==> src/rtl/inv_mix_columns.sv <==
// inv_mix_columns: byte-serial AES InvMixColumns stage for the decryption datapath.
// Collects a 16-byte state (index k = 4*row + col), applies the inverse MixColumns
// matrix to each column over GF(2^8), then streams the 16 result bytes out. A block whose
// first byte arrives with rowNo == BYPASS_ROUND is forwarded unchanged (final round).
//
// Ports:
//   clk        in   clock, rising edge
//   rst        in   asynchronous active-high reset
//   din[7:0]   in   state byte
//   en         in   din/rowNo valid
//   rowNo[7:0] in   round number, sampled on the first byte of a block
//   dout[7:0]  out  result byte (registered)
//   enable_out out  dout valid (registered)
//   busy       out  block in COMPUTE or OUTPUT; en ignored while high
module inv_mix_columns #(
    parameter int unsigned BYPASS_ROUND  = 9,
    parameter int unsigned MAX_MIX_ROUND = 8
) (
    input  logic       clk,
    input  logic       rst,
    input  logic [7:0] din,
    input  logic       en,
    input  logic [7:0] rowNo,
    output logic [7:0] dout,
    output logic       enable_out,
    output logic       busy
);

    typedef enum logic [1:0] {StLoad, StCompute, StOutput} state_e;

    state_e      state_q, state_d;
    logic [3:0]  cnt_q;      // bytes accepted in the current block
    logic [1:0]  col_q;      // column being transformed in COMPUTE
    logic [3:0]  oidx_q;     // next byte to emit in OUTPUT
    logic        mix_q;      // 1: inverse-mix block, 0: bypass block
    logic [7:0]  buf_q [16];

    logic        row_mix;
    logic        row_bypass;
    logic        accept;
    logic        last_in;
    logic [7:0]  res [4];

    function automatic logic [7:0] xtime(input logic [7:0] a);
        return {a[6:0], 1'b0} ^ (a[7] ? 8'h1b : 8'h00);
    endfunction

    assign row_mix    = (rowNo <= 8'(MAX_MIX_ROUND));
    assign row_bypass = (rowNo == 8'(BYPASS_ROUND));
    // The first byte of a block is only taken when its rowNo selects a mode.
    assign accept     = (state_q == StLoad) && en && ((cnt_q != 4'd0) || row_mix || row_bypass);
    assign last_in    = accept && (cnt_q == 4'd15);

    // State register
    always_ff @(posedge clk or posedge rst) begin
        if (rst) begin
            state_q <= StLoad;
        end else begin
            state_q <= state_d;
        end
    end

    // Next-state logic
    always_comb begin
        state_d = state_q;
        unique case (state_q)
            StLoad:    if (last_in) state_d = mix_q ? StCompute : StOutput;
            StCompute: if (col_q == 2'd3) state_d = StOutput;
            StOutput:  if (oidx_q == 4'd15) state_d = StLoad;
            default:   state_d = StLoad;
        endcase
    end

    // Output decode
    always_comb begin
        busy = (state_q != StLoad);
    end

    // Column transform for the column selected by col_q, built from chained xtime.
    always_comb begin
        logic [7:0] a  [4];
        logic [7:0] x2 [4];
        logic [7:0] x4 [4];
        logic [7:0] x8 [4];
        logic [7:0] m9 [4];
        logic [7:0] mb [4];
        logic [7:0] md [4];
        logic [7:0] me [4];
        for (int r = 0; r < 4; r++) begin
            a[r]  = buf_q[{2'(r), col_q}];
            x2[r] = xtime(a[r]);
            x4[r] = xtime(x2[r]);
            x8[r] = xtime(x4[r]);
            m9[r] = x8[r] ^ a[r];
            mb[r] = x8[r] ^ x2[r] ^ a[r];
            md[r] = x8[r] ^ x4[r] ^ a[r];
            me[r] = x8[r] ^ x4[r] ^ x2[r];
        end
        res[0] = me[0] ^ mb[1] ^ md[2] ^ m9[3];
        res[1] = m9[0] ^ me[1] ^ mb[2] ^ md[3];
        res[2] = md[0] ^ m9[1] ^ me[2] ^ mb[3];
        res[3] = mb[0] ^ md[1] ^ m9[2] ^ me[3];
    end

    // Control counters and registered outputs
    always_ff @(posedge clk or posedge rst) begin
        if (rst) begin
            cnt_q      <= 4'd0;
            col_q      <= 2'd0;
            oidx_q     <= 4'd0;
            mix_q      <= 1'b0;
            dout       <= 8'h00;
            enable_out <= 1'b0;
        end else begin
            unique case (state_q)
                StLoad: begin
                    enable_out <= 1'b0;
                    if (accept) begin
                        cnt_q <= cnt_q + 4'd1;  // wraps to 0 after byte 15
                        if (cnt_q == 4'd0) mix_q <= row_mix;
                    end
                end
                StCompute: begin
                    col_q <= col_q + 2'd1;
                end
                StOutput: begin
                    enable_out <= 1'b1;
                    dout       <= buf_q[oidx_q];
                    oidx_q     <= oidx_q + 4'd1;
                end
                default: ;
            endcase
        end
    end

    // Block buffer: filled in LOAD, rewritten in place one column per COMPUTE cycle.
    always_ff @(posedge clk) begin
        if (accept) begin
            buf_q[cnt_q] <= din;
        end else if (state_q == StCompute) begin
            for (int r = 0; r < 4; r++) begin
                buf_q[{2'(r), col_q}] <= res[r];
            end
        end
    end

endmodule

==> config.mk <==
export PLATFORM = sky130hd
export DESIGN_NAME = inv_mix_columns
export DESIGN_NICKNAME = d
export VERILOG_FILES = /design/src/rtl/inv_mix_columns.sv
export SDC_FILE = /design/constraint.sdc
export NUM_CORES = 1
export LEC_CHECK = 0
export ABC_AREA = 0
export CAP_MARGIN = 0
export CORE_MARGIN = 2
export CORE_UTILIZATION = 30
export DETAILED_ROUTE_END_ITERATION = 10
export PLACE_DENSITY_LB_ADDON = 0.25
export SETUP_SLACK_MARGIN = 0.1
export SLEW_MARGIN = 20
export SYNTH_ARGS = -nofsm -noshare
export SYNTH_HDL_FRONTEND = slang
export SYNTH_SLANG_ARGS = --single-unit
==> constraint.sdc <==
create_clock -name clk -period 3.2 [get_ports clk]
set_clock_uncertainty 0.1 [all_clocks]
set_input_delay 0.48 -clock clk [delete_from_list [all_inputs] [get_ports clk]]
set_output_delay 0.48 -clock clk [all_outputs]
set_load 0.01 [all_outputs]
==> impl_results.md <==
- Run status: finished with violations
- Violations in the final reports: negative setup slack
- Setup repair after global routing missed its margin: true
- Clock latency at the later pin of the worst-skew pair: 0.45 ns
- Transition at the pin with the smallest max-transition slack: ~1.2 ns
- Horiz. Die Dim: 191.2 µm
- Leading cell types in the layout, fill and taps excluded: sky130_fd_sc_hd__buf_4, sky130_fd_sc_hd__edfxtp_1, sky130_fd_sc_hd__mux4_2, sky130_fd_sc_hd__nand2_1, sky130_fd_sc_hd__xnor2_2
- Post-detailed-placement half-perimeter wirelength: between 20000 and 30000 µm
- Count of pins on the block boundary: 29
- Total Nets Final: around 1000
- Overall fraction of global-route tracks in use: 0.1931
- Data required time of the worst path: ~3.3 ns
- Critical path cell sequence: buf_12 -> buf_12 -> buf_12 -> mux4_2 -> xnor2_2 -> xnor3_2 -> xor3_2 -> nor2_1 -> nor2_2 -> a21oi_1
- Total wire length: around 35000 µm
- Gate family responsible for the most delay along the worst path: XOR/XNOR gates
- Clock tree root driver cell: sky130_fd_sc_hd__clkbuf_16
- Worst rel slew slack: 0.2085
- Max-cap violations: 0
- TritonCTS buffer count: 17
- Pin count of the biggest net entering global routing: 26
- Post-synthesis to final-layout area growth: 42.99%
- Congestion Overflow GR: 0
- Worst EP arrival: 3.40 ns
- Final clock period utilization by the worst path: 1.046
- Number of antenna violations at the first check in global routing: 2
- Post-synth EDFFs: around 130
- Core area: between 0.03 and 0.04 mm²
- Post-route DRC violation count: 0
- Post-route worst hold slack: approximately 0.4 ns
- Count of warnings emitted by yosys: 0
- Top_reg_cell synth: sky130_fd_sc_hd__edfxtp_1
- Gate count after technology mapping: 801
- Port bufs: 28
- Routability cong.: about 0.86
- Final hold violation count: 0
- Routed wire per std cell: around 24 µm
- Async set-or-reset flop fraction in the synthesized netlist: 0.1467
- Total via count after detailed routing: around 7600
- Bufs and invs on worst path: 3
- Worst Path Class, Setup: flip-flop to flip-flop
- Total of flip-flops plus latches after synthesis: 150
- Total of hold buffers inserted after clock tree synthesis: 0
- Vert. Die Dim: about 190 µm
- PnR worst setup slack: -0.1487 ns
- CP max stage cell: sky130_fd_sc_hd__mux4_2
- Crit start category: flip-flop
- CTS clk-pin slew, worst paths: ~0.060 ns
- Initial cell density of the core: 0.3043
- Post-DRT Antenna Nets: 0
- Number of fill cells in the layout: 3179
- Final-report setup violation count: 104
- First-pass GRT wire length: around 50000 µm
- Area enclosed by the die boundary: roughly 0.037 mm²
- Iteration count of the initial detailed-routing pass: 5
- Final slew viol count: 0
- TritonCTS clock tree: done
- Post-Layout Inst Area: between 0.015 and 0.02 mm²
- Category of the worst setup path capture point: flip-flop
- Post-Syn Area: 0.01051 mm²
- H-tree level count: 4
- Via count of the first global-routing pass: between 7000 and 8000
- Hold/Removal Path Class: flip-flop to flip-flop
- Layout Utilization: 0.4352
- CP most frequent cell: sky130_fd_sc_hd__buf_12
- DP Area: approximately 0.012 mm²
- Highest cell delay on the worst timing path: 0.56 ns
- Unique cell type count in the Yosys netlist: between 50 and 60
- Nets in the synthesized netlist: around 830
- Clock sink count: 150
- Final antenna diode count: 0
- Ratio of cells with drive above 1 in the final layout: 0.5443
- Internal reg-to-reg setup slack: -0.15 ns
- Longest Clk Path Bufs: 2
- Row Count: 68
- Synth Area per Inst: 13.12 µm²
- Most common cell after layout, fill and taps aside: sky130_fd_sc_hd__buf_4
- Clock period minus final worst setup slack: 3.349 ns
- Proportion of synthesized chip area in sequential cells: 0.4180
- Via count normalized by instance count: 5.152
- Maximum clock frequency: between 200 and 300 MHz
- Number of DRC violations after detailed-routing iteration 0: roughly 870
- Max FO, Critical Path: 7
==> kinds of logic (layout without fill, tap and decap cells) <==
group	Yosys count	after routing	share of synthesized area
AO/OA/AOI/OAI	143	143	0.07641
XOR/XNOR	194	194	0.2334
adder cells (fa/ha/maj)	7	7	0.008331
buffers and inverters	72	298	0.03547
flip-flops	150	150	0.4180
multiplexers	86	86	0.1697
AND/OR/NAND/NOR	149	149	0.05868
==> per-layer routing <==
metal | vias to the layer above | part of all wire | track usage | wire length, µm
li1 | 3374 | - | - | -
met1 | 3895 | 0.42 | 0.2600 | 14870
met2 | 297 | 0.48 | 0.3071 | 16860
met3 | 65 | 0.071 | 0.05049 | 2484
met4 | 4 | 0.026 | 0.05473 | 921
met5 | - | 0.00065 | 0 | 23
==> worst paths after layout <==
kind | start | end | depth (start not counted)
setup reg to reg | col_q[0] | buf_q[7][1] | 10
hold reg to reg | enable_out | enable_out | 1
hold / removal | enable_out | enable_out | 1
setup / recovery | col_q[0] | buf_q[7][1] | 10
max in group asynchronous | rst | col_q[0] | 2
min in group asynchronous | rst | dout[4] | 2
==> final cells by class <==
class	count	area, µm²	share of cell area
flip-flops and latches	150	4397	0.2925
well taps	455	569.3	0.03787
multi-input cells	579	7078	0.4709
repair buffers	254	2355	0.1567
clock buffers	20	446.7	0.02972
clock inverters	12	141.4	0.009406
inverters	12	45.04	0.002997
==> state kept, by name, indices dropped and copies added (netlist names) <==
name and cells:
buf_q 128, dout 8, cnt_q 4, oidx_q 4
col_q 2, state_q 2, enable_out 1, mix_q 1
==> worst register-to-register path, stage by stage, from the launching register on <==
cell	delay, ns
sky130_fd_sc_hd__dfrtp_2	0.39
sky130_fd_sc_hd__buf_12	0.13
sky130_fd_sc_hd__buf_12	0.13
sky130_fd_sc_hd__buf_12	0.12
sky130_fd_sc_hd__mux4_2	0.56
sky130_fd_sc_hd__xnor2_2	0.19
sky130_fd_sc_hd__xnor3_2	0.52
sky130_fd_sc_hd__xor3_2	0.53
sky130_fd_sc_hd__nor2_1	0.08
sky130_fd_sc_hd__nor2_2	0.21
sky130_fd_sc_hd__a21oi_1	0.10
==> through the flow <==
stage | instances | TNS (ns) | worst slack (ns)
detailed placement | 1390 | -14.82 | -0.2722
floorplan | 801 | 0 | 0.1016
finish | 1482 | -7.701 | -0.1487
global route | 1482 | -15.50 | -0.2319
CTS | 1447 | -4.772 | -0.1206
global placement | 1390 | -12.81 | -0.1980
==> timing repair <==
action | in CTS | in global routing
pin swaps | 21 | 65
resized for setup | 121 | 184
gates cloned | 1 | 0
setup buffers | 25 | 36
endpoints found under the setup margin | 128 | 128
==> Yosys cell counts (2+ instances only) <==
cell / number / area share
sky130_fd_sc_hd__nand4_1: 2 / 0.0012
sky130_fd_sc_hd__clkbuf_1: 24 / 0.0086
sky130_fd_sc_hd__xnor3_2: 4 / 0.0090
sky130_fd_sc_hd__buf_1: 14 / 0.0050
sky130_fd_sc_hd__a21o_1: 9 / 0.0064
sky130_fd_sc_hd__xor3_1: 6 / 0.014
sky130_fd_sc_hd__buf_12: 3 / 0.0057
sky130_fd_sc_hd__xnor2_4: 4 / 0.010
sky130_fd_sc_hd__xor2_1: 34 / 0.028
sky130_fd_sc_hd__o32ai_1: 2 / 0.0017
sky130_fd_sc_hd__nor2_1: 39 / 0.014
sky130_fd_sc_hd__mux4_2: 70 / 0.15
sky130_fd_sc_hd__ha_1: 7 / 0.0083
sky130_fd_sc_hd__nor3_1: 8 / 0.0038
sky130_fd_sc_hd__a21oi_1: 61 / 0.029
sky130_fd_sc_hd__a32oi_1: 2 / 0.0017
sky130_fd_sc_hd__xnor2_2: 9 / 0.014
sky130_fd_sc_hd__nand2_1: 84 / 0.030
sky130_fd_sc_hd__buf_2: 10 / 0.0048
sky130_fd_sc_hd__xnor2_1: 104 / 0.087
sky130_fd_sc_hd__nor2b_1: 2 / 0.0012
sky130_fd_sc_hd__o21a_1: 4 / 0.0029
sky130_fd_sc_hd__xnor3_1: 31 / 0.066
sky130_fd_sc_hd__o21ai_2: 5 / 0.0042
sky130_fd_sc_hd__mux2i_1: 4 / 0.0038
sky130_fd_sc_hd__mux4_1: 2 / 0.0050
sky130_fd_sc_hd__o211ai_1: 4 / 0.0029
sky130_fd_sc_hd__dfrtp_1: 22 / 0.052
sky130_fd_sc_hd__nand3_1: 5 / 0.0024
sky130_fd_sc_hd__o21ai_0: 51 / 0.024
sky130_fd_sc_hd__inv_1: 12 / 0.0043
sky130_fd_sc_hd__mux2_2: 9 / 0.0096
sky130_fd_sc_hd__edfxtp_1: 128 / 0.37
sky130_fd_sc_hd__buf_6: 2 / 0.0021
sky130_fd_sc_hd__buf_4: 7 / 0.0050
Power is left out: the tool's default activity adds up to more than one toggle a clock period on the data nets, which glitch-free logic cannot reach.
